## config.mk

```make
export PLATFORM = sky130hd
export DESIGN_NAME = multdiv_unit
export DESIGN_NICKNAME = d
export VERILOG_FILES = /design/src/rtl/multdiv_unit.sv
export SDC_FILE = /design/constraint.sdc
export NUM_CORES = 1
export LEC_CHECK = 0
export ABC_AREA = 1
export CAP_MARGIN = 20
export CELL_PAD_IN_SITES_DETAIL_PLACEMENT = 1
export CELL_PAD_IN_SITES_GLOBAL_PLACEMENT = 1
export CORE_AREA = 2 2 160 162
export DETAILED_ROUTE_END_ITERATION = 10
export DIE_AREA = 0 0 162 164
export PLACE_DENSITY = 0.79
export SYNTH_ARGS = -nofsm -noshare
export SYNTH_HDL_FRONTEND = slang
export SYNTH_SLANG_ARGS = --single-unit
```

## constraint.sdc

```tcl
create_clock -name clock -period 8.5 [get_ports clock]
set_clock_uncertainty 0.05 [all_clocks]
set_input_delay 1.7 -clock clock [delete_from_list [all_inputs] [get_ports clock]]
set_output_delay 1.7 -clock clock [all_outputs]
set_load 0.01 [all_outputs]
```

## src/rtl/multdiv_unit.sv

```systemverilog
// multdiv_unit: signed radix-2 Booth multiply and restoring divide; result WIDTH+1 cycles after start.
// Starts while busy are dropped, not queued. MULTDIV_DIV_EN compiles in the divide datapath.
module multdiv_unit #(
    parameter int WIDTH = 32
) (
    input  logic             clock,
    input  logic             reset,
    input  logic [WIDTH-1:0] data_operandA,
    input  logic [WIDTH-1:0] data_operandB,
    input  logic             ctrl_MULT,
    input  logic             ctrl_DIV,
    output logic [WIDTH-1:0] data_result,
    output logic             data_exception,
    output logic             data_resultRDY,
    output logic             busy
);

    localparam int              CW    = $clog2(WIDTH + 1);
    localparam logic [CW-1:0]   ITERS = CW'(WIDTH);
    localparam logic [WIDTH-1:0] MIN_VAL = {1'b1, {(WIDTH-1){1'b0}}};

    typedef enum logic [1:0] {
        S_IDLE = 2'd0,
        S_MULT = 2'd1,
        S_DONE = 2'd2
`ifdef MULTDIV_DIV_EN
        , S_DIV = 2'd3
`endif
    } state_t;

    state_t             state_q;
    logic [CW-1:0]      cnt_q;
    logic [2*WIDTH:0]   acc_q;
    logic [WIDTH-1:0]   mcand_q;
    logic               ill_q;
    logic [WIDTH-1:0]   result_q;
    logic               exc_q;
    logic               rdy_q;
    logic               start_ill;

    logic [WIDTH:0]     hi_ext;
    logic [WIDTH:0]     mc_ext;
    logic [WIDTH:0]     booth_sum;
    logic [2*WIDTH:0]   mult_d;
    logic               mult_ovf;

    // The upper accumulator is summed at WIDTH+1 bits so the shifted-in sign
    // stays correct even when the multiplicand is the most-negative value.
    always_comb begin
        hi_ext = {acc_q[2*WIDTH], acc_q[2*WIDTH:WIDTH+1]};
        mc_ext = {mcand_q[WIDTH-1], mcand_q};
        case (acc_q[1:0])
            2'b01:   booth_sum = hi_ext + mc_ext;
            2'b10:   booth_sum = hi_ext - mc_ext;
            default: booth_sum = hi_ext;
        endcase
        mult_d   = {booth_sum, acc_q[WIDTH:1]};
        mult_ovf = !((&acc_q[2*WIDTH:WIDTH]) || !(|acc_q[2*WIDTH:WIDTH]));
    end

`ifdef MULTDIV_DIV_EN
    logic               neg_q;
    logic               dz_q;
    logic               dovf_q;
    logic [WIDTH-1:0]   abs_a;
    logic [WIDTH-1:0]   abs_b;
    logic [WIDTH:0]     div_rs;
    logic [WIDTH:0]     div_diff;
    logic [2*WIDTH:0]   div_d;
    logic [WIDTH-1:0]   quot;

    // acc_q holds {remainder[WIDTH:0], quotient/dividend[WIDTH-1:0]} while dividing.
    always_comb begin
        abs_a    = data_operandA[WIDTH-1] ? -data_operandA : data_operandA;
        abs_b    = data_operandB[WIDTH-1] ? -data_operandB : data_operandB;
        div_rs   = {acc_q[2*WIDTH-1:WIDTH], acc_q[WIDTH-1]};
        div_diff = div_rs - {1'b0, mcand_q};
        if (div_diff[WIDTH]) begin
            div_d = {div_rs, acc_q[WIDTH-2:0], 1'b0};
        end else begin
            div_d = {div_diff, acc_q[WIDTH-2:0], 1'b1};
        end
        quot = neg_q ? -acc_q[WIDTH-1:0] : acc_q[WIDTH-1:0];
    end

    assign start_ill = ctrl_MULT & ctrl_DIV;
`else
    assign start_ill = ctrl_DIV;
`endif

    always_comb begin
        busy = (state_q == S_MULT);
`ifdef MULTDIV_DIV_EN
        if (state_q == S_DIV) begin
            busy = 1'b1;
        end
`endif
    end

    assign data_result    = result_q;
    assign data_exception = exc_q;
    assign data_resultRDY = rdy_q;

    // Illegal requests spend one cycle in MULT with the counter preset to the
    // end, so they report through the same completion path one edge later.
    always_ff @(posedge clock or posedge reset) begin
        if (reset) begin
            state_q  <= S_IDLE;
            cnt_q    <= '0;
            acc_q    <= '0;
            mcand_q  <= '0;
            ill_q    <= 1'b0;
            result_q <= '0;
            exc_q    <= 1'b0;
            rdy_q    <= 1'b0;
`ifdef MULTDIV_DIV_EN
            neg_q    <= 1'b0;
            dz_q     <= 1'b0;
            dovf_q   <= 1'b0;
`endif
        end else begin
            rdy_q <= 1'b0;
            case (state_q)
                S_IDLE, S_DONE: begin
                    if (start_ill) begin
                        state_q <= S_MULT;
                        cnt_q   <= ITERS;
                        ill_q   <= 1'b1;
                    end else if (ctrl_MULT) begin
                        state_q <= S_MULT;
                        cnt_q   <= '0;
                        ill_q   <= 1'b0;
                        mcand_q <= data_operandA;
                        acc_q   <= {{(WIDTH+1){1'b0}}, data_operandB, 1'b0};
`ifdef MULTDIV_DIV_EN
                    end else if (ctrl_DIV) begin
                        state_q <= S_DIV;
                        cnt_q   <= '0;
                        mcand_q <= abs_b;
                        acc_q   <= {{(WIDTH+1){1'b0}}, abs_a};
                        neg_q   <= data_operandA[WIDTH-1] ^ data_operandB[WIDTH-1];
                        dz_q    <= (data_operandB == '0);
                        dovf_q  <= (data_operandA == MIN_VAL) && (data_operandB == '1);
`endif
                    end else begin
                        state_q <= S_IDLE;
                    end
                end
                S_MULT: begin
                    if (cnt_q != ITERS) begin
                        acc_q <= mult_d;
                        cnt_q <= cnt_q + 1'b1;
                    end else begin
                        state_q  <= S_DONE;
                        rdy_q    <= 1'b1;
                        result_q <= ill_q ? '0 : acc_q[WIDTH:1];
                        exc_q    <= ill_q | mult_ovf;
                    end
                end
`ifdef MULTDIV_DIV_EN
                S_DIV: begin
                    if (cnt_q != ITERS) begin
                        acc_q <= div_d;
                        cnt_q <= cnt_q + 1'b1;
                    end else begin
                        state_q  <= S_DONE;
                        rdy_q    <= 1'b1;
                        result_q <= dz_q ? '0 : quot;
                        exc_q    <= dz_q | dovf_q;
                    end
                end
`endif
                default: state_q <= S_IDLE;
            endcase
        end
    end

endmodule

```

# Yosys cells after proc, flatten, opt, wreduce, memory -nomap -nowiden

Cells that the tools add are included.

$add $sub $neg: 3
Equality and inequality tests: 11
Mux-type cells: 18
Bitwise logic cells: 3
Reductions and logical operators: 15

Operators by type and width:

| kind                                                                     | count |
|---|---|
| 65-bit 2-to-1 mux                                                        | 3 |
| 65-bit case mux with 2 select lines                                      | 1 |
| 33-bit case mux with 2 select lines                                      | 1 |
| 32-bit by 32-bit adder with 33-bit output                                | 1 |
| 33-bit AND reduction                                                     | 1 |
| 33-bit OR reduction                                                      | 1 |
| 32-bit by 32-bit subtractor with 33-bit output                           | 1 |
| 32-bit 2-to-1 mux                                                        | 1 |
| 6-bit 2-to-1 mux                                                         | 3 |
| 6-bit case mux with 2 select lines                                       | 1 |
| 6-bit by 1-bit adder with 6-bit output (second input constant)           | 1 |
| 1-bit 2-to-1 mux                                                         | 6 |
| 2-bit inequality test (second input constant)                            | 3 |
| 6-bit inequality test (second input constant)                            | 1 |
| 3-bit AND reduction                                                      | 2 |
| 5-bit AND reduction                                                      | 1 |
| 2-bit by 1-bit equality test with 1-bit output (second input constant)   | 2 |
| 2-bit equality test (second input constant)                              | 2 |
| 2-bit case mux with 2 select lines                                       | 1 |
| 2-bit AND reduction                                                      | 2 |
| 4-bit AND reduction                                                      | 1 |
| 2-bit nonzero test                                                       | 2 |
| 3-bit by 1-bit inequality test with 1-bit output (second input constant) | 1 |
| 3-bit inequality test (second input constant)                            | 1 |
| other kinds (8)                                                          | 10 |

Register bits after elaboration: 140
Input port bits: 68
Output and inout port bits: 35
Logic and storage cells: 59

# Longest topological paths before layout

Depth after elaboration: 5
Gate-level depth with buffers: 22
Gate-level depth less buffers: 22

# Worst setup path after synthesis

No wires, ideal clock.

Kind: in2reg
Start point: in ctrl_DIV
End point: reg acc_q[35]
Library setup time: 0.141 ns
Data arrival time: 2.556 ns
Required time: 8.309 ns
Setup slack: 5.753 ns
Stages: 6
Path buffers: 2
Cell sequence: nor3_4 -> inv_2 -> nand2_4 -> buf_4 -> buf_2 -> o22ai_1

Longest elaborated chain between the ends: 2

Ends and longest elaborated chain:

| item                            | RTL line | text |
|---|---|---|
| start, declared                 | 11       | `input logic ctrl_DIV,` |
| 2-bit inequality test (no line) | -        |  |
| 4-bit AND reduction (no line)   | -        |  |
| end signal, assigned            | 134      | `acc_q <= {{(WIDTH+1){1'b0}}, data_operandB, 1'b0};` |
| end signal, assigned            | 151      | `acc_q <= mult_d;` |
| end, declared                   | 33       | `logic [2*WIDTH:0] acc_q;` |

Every way passes these cells.
A chain may end at the register's enable or synchronous reset.

# Final worst setup path

Start point: reg state_q[0]
End point: out busy

Longest elaborated chain between the ends: 1

Ends and longest elaborated chain:

| item                                           | RTL line | text |
|---|---|---|
| start, declared                                | 31       | `state_t state_q;` |
| start signal, assigned                         | 108      | `state_q <= S_IDLE;` |
| start signal, assigned                         | 126      | `state_q <= S_MULT;` |
| start signal, assigned                         | 130      | `state_q <= S_MULT;` |
| 2-bit by 1-bit equality test with 1-bit output | 92       | `busy = (state_q == S_MULT);` |
| end, declared                                  | 15       | `output logic busy` |

Every way passes these cells.

==> results.py <==
metrics = {
    "status": {
        "outcome": "complete, no violations",
    },
    "yosys": {
        "synth_fp_nets": 1498,
        "syn_area_mm2": 0.00957,
        "ys_seq_area_share_pct": 36.6,
        "ys_warn_count": 0,
        "synth_cell_type_count": 48,
        "synth-main-ff-cell": "dfrtp_1",
        "async_flop_share_pct": 100,
        "synth-edff-count": 0,
        "syn_avg_cell_area_um2": 6.88,
        "syn_inst": 1392,
        "ys_ff_latch": 140,
    },
    "timing": {
        "holdWs_ps": 436,
        "slew_violations": 0,
        "max_freq_mhz": 248,
        "slew_headroom_pct": 37.6,
        "setup_viol": 0,
        "setup-tns-final_ps": 0,
        "report.final.hold_viol_count": 0,
        "fin_crit_ps": 4040,
        "rsz0062_at_grt": "false",
        "worst_slew_pin_slew_ps": 936,
        "period_share_pct": 47.5,
    },
    "cells_and_area": {
        "layout-drive-gt1-share_pct": 6.25,
        "fillCellCount": 3217,
        "diodes": 0,
        "layout_common_cells": "478 x nand2_1, 217 x inv_1, 140 x dfrtp_1",
        "area_growth_pct": 19.7,
        "nets": 1582,
        "layout_commonest_cell": "nand2_1",
    },
    "worst_setup_path": {
        "cp_max_fo": 69,
        "crit_required_ps": 6750,
        "reg2reg_to": "acc_q[61]$_DFFE_PP0P_",
        "reg2reg_slack_ps": 4780,
        "ff2ff_path_depth": 18,
        "end_kind": "primary output",
        "crit_type": "reg -> out",
        "startpoint_type": "flip-flop",
        "crit_slowest_cell": "clkdlybuf4s50_1",
        "crit_path_max_incr_delay_ps": 690,
        "crit_chain": "inv_2 > nor2_8 > clkdlybuf4s50_1",
        "crit_arrival_ps": 2290,
        "reg2reg_from": "mcand_q[0]$_DFFE_PP0P_",
    },
    "cts": {
        "cts.path.max_buffers": 2,
        "h-tree-depth": 4,
        "postCtsResizedCells": 0,
        "clk_latency_ps": 430,
        "cts_setup_buffers": 0,
        "tritoncts": "yes",
        "cts_buffers": 17,
        "path_clk_slew_ps": 70,
        "cts_root_buf": "clkbuf_16",
        "cts_hold_buf": 0,
        "cts.sinks": 140,
    },
    "global_routing": {
        "grt_overflow_total": 0,
        "grt.total_usage_pct": 23.7,
        "grt_pass1_vias": 9416,
        "antenna_found_initial": 1,
        "grt_pass1_wl_um": 49800,
        "grt_start_max_net_pins": 87,
    },
    "detailed_routing": {
        "ant_nets": 0,
        "via_count": 9265,
        "routed_wl_um": 30700,
        "drc_errors": 0,
        "via_per_inst": 5.09,
        "wl_per_cell_um": 16.9,
        "first_iter_violations": 467,
        "first_pass_iters": 7,
    },
    "floorplan": {
        "dieArea_mm2": 0.0266,
        "num_rows": 58,
        "die_y_um": 164,
        "pin_count": 103,
        "die_w_um": 162,
        "initial_core_util_pct": 38.6,
        "core_mm2": 0.0248,
    },
    "hold_path": {
        "hp-class": "reg -> reg",
        "min_to": "data_result[22]$_DFFE_PP0P_",
        "min_path_cells": 2,
        "min_from": "data_result[22]$_DFFE_PP0P_",
    },
    "placed_design": {
        "globalplace.congestion": 0.858,
        "post-dp-hpwl_um": 23200,
        "numPortBuffers": 102,
    },
    "run": {
        "drv_cap": 0,
    },
}
## per-layer routing
| layer | vias to the layer above | share of wire (%) | track usage, % |
|---|---|---|---|
| met3 | 31 | 3.5 | 3.54 |
| met2 | 155 | 47 | 39.1 |
| li1 | 4550 | - | - |
| met5 | - | 0.042 | 0 |
| met4 | 2 | 1.5 | 6.23 |
| met1 | 4527 | 48 | 32.8 |
## stage by stage
step / util (%) / worst slack [ps] / instance area, um^2 / std cells
detailed placement: 43.7 / 4440 / 10800 / 1787
global route: 46.2 / 4330 / 11500 / 1819
finish: 46.2 / 4460 / 11500 / 1819
CTS: 46.2 / 4430 / 11500 / 1819
floorplan: - / 3000 / 9570 / 1392
global placement: 43.7 / 4500 / 10800 / 1787
## cells by family (layout without fill, tap and decap cells)
| family | after synthesis | after routing | share of synthesized area, % |
|---|---|---|---|
| flip-flops | 140 | 140 | 36.6 |
| AND/OR/NAND/NOR | 707 | 707 | 30.8 |
| AO/OA/AOI/OAI | 204 | 204 | 13.3 |
| buffers and inverters | 267 | 364 | 10.9 |
| adder cells (fa/ha/maj) | 38 | 38 | 5.05 |
| XOR/XNOR | 36 | 36 | 3.29 |
## synth_stat cells (2+ instances only)
library cell,n,area share [%]
nand2_4,2,0.24
nor4_1,13,0.85
dfrtp_1,140,37
or2_0,3,0.20
buf_6,3,0.35
o21ai_2,31,2.8
a21oi_1,32,1.7
o21ai_1,16,0.84
o211ai_1,34,2.7
nand4_2,2,0.26
nand2_1,478,19
nor2_4,2,0.24
nand2_2,2,0.13
nand4_1,17,1.1
o22ai_1,4,0.26
nand3_1,60,3.1
ha_1,37,4.8
a21o_1,2,0.16
inv_1,218,8.5
nor3_1,16,0.84
buf_1,6,0.24
o21ai_0,73,3.8
nor2_2,2,0.13
or2_2,5,0.33
clkbuf_1,21,0.82
xnor2_1,6,0.55
nor2_1,98,3.8
nor3_2,2,0.21
nand3b_1,2,0.16
o21bai_1,2,0.16
buf_2,8,0.42
xor2_1,30,2.7
buf_4,2,0.16
o31ai_1,2,0.16
o21a_1,2,0.16
inv_2,7,0.27
## state kept, by name, summed over array words and instances (netlist names)
register and cells:
acc_q 65, cnt_q 6, data_exception 1, data_result 32
data_resultRDY 1, ill_q 1, mcand_q 32, state_q 2
## worst max path at each step
| stage | to | slack [ps] | from |
|---|---|---|---|
| 6_report | busy | 4460 | state_q[0]$_DFFE_PP0P_ |
| 2_1_floorplan | acc_q[0]$_DFFE_PP0P_ | 3000 | reset |
| 5_1_grt | busy | 4330 | state_q[0]$_DFFE_PP0P_ |
| 3_5_place_dp | acc_q[38]$_DFFE_PP0P_ | 4440 | ctrl_DIV |
| 4_1_cts | busy | 4430 | state_q[0]$_DFFE_PP0P_ |
| 3_3_place_gp | acc_q[38]$_DFFE_PP0P_ | 4500 | ctrl_DIV |
## cell type report
type	count	area [um^2]	area share, %
Clock buffer	19	433	3.78
Clock inverter	13	180	1.57
Inverter	227	860	7.50
Multi-Input combinational cell	985	5020	43.9
Timing Repair Buffer	105	1040	9.11
Tap cell	330	413	3.60
Sequential cell	140	3500	30.6
## worst max-delay path: cells and delay by family (launching register included)
kind                   cells  cell delay (ps)
buffers and inverters      2              780
AND/OR/NAND/NOR            1              680
flip-flops                 1              400
Power is left out: the tool's default activity adds up to more than one toggle a clock period on the data nets, which glitch-free logic cannot reach.
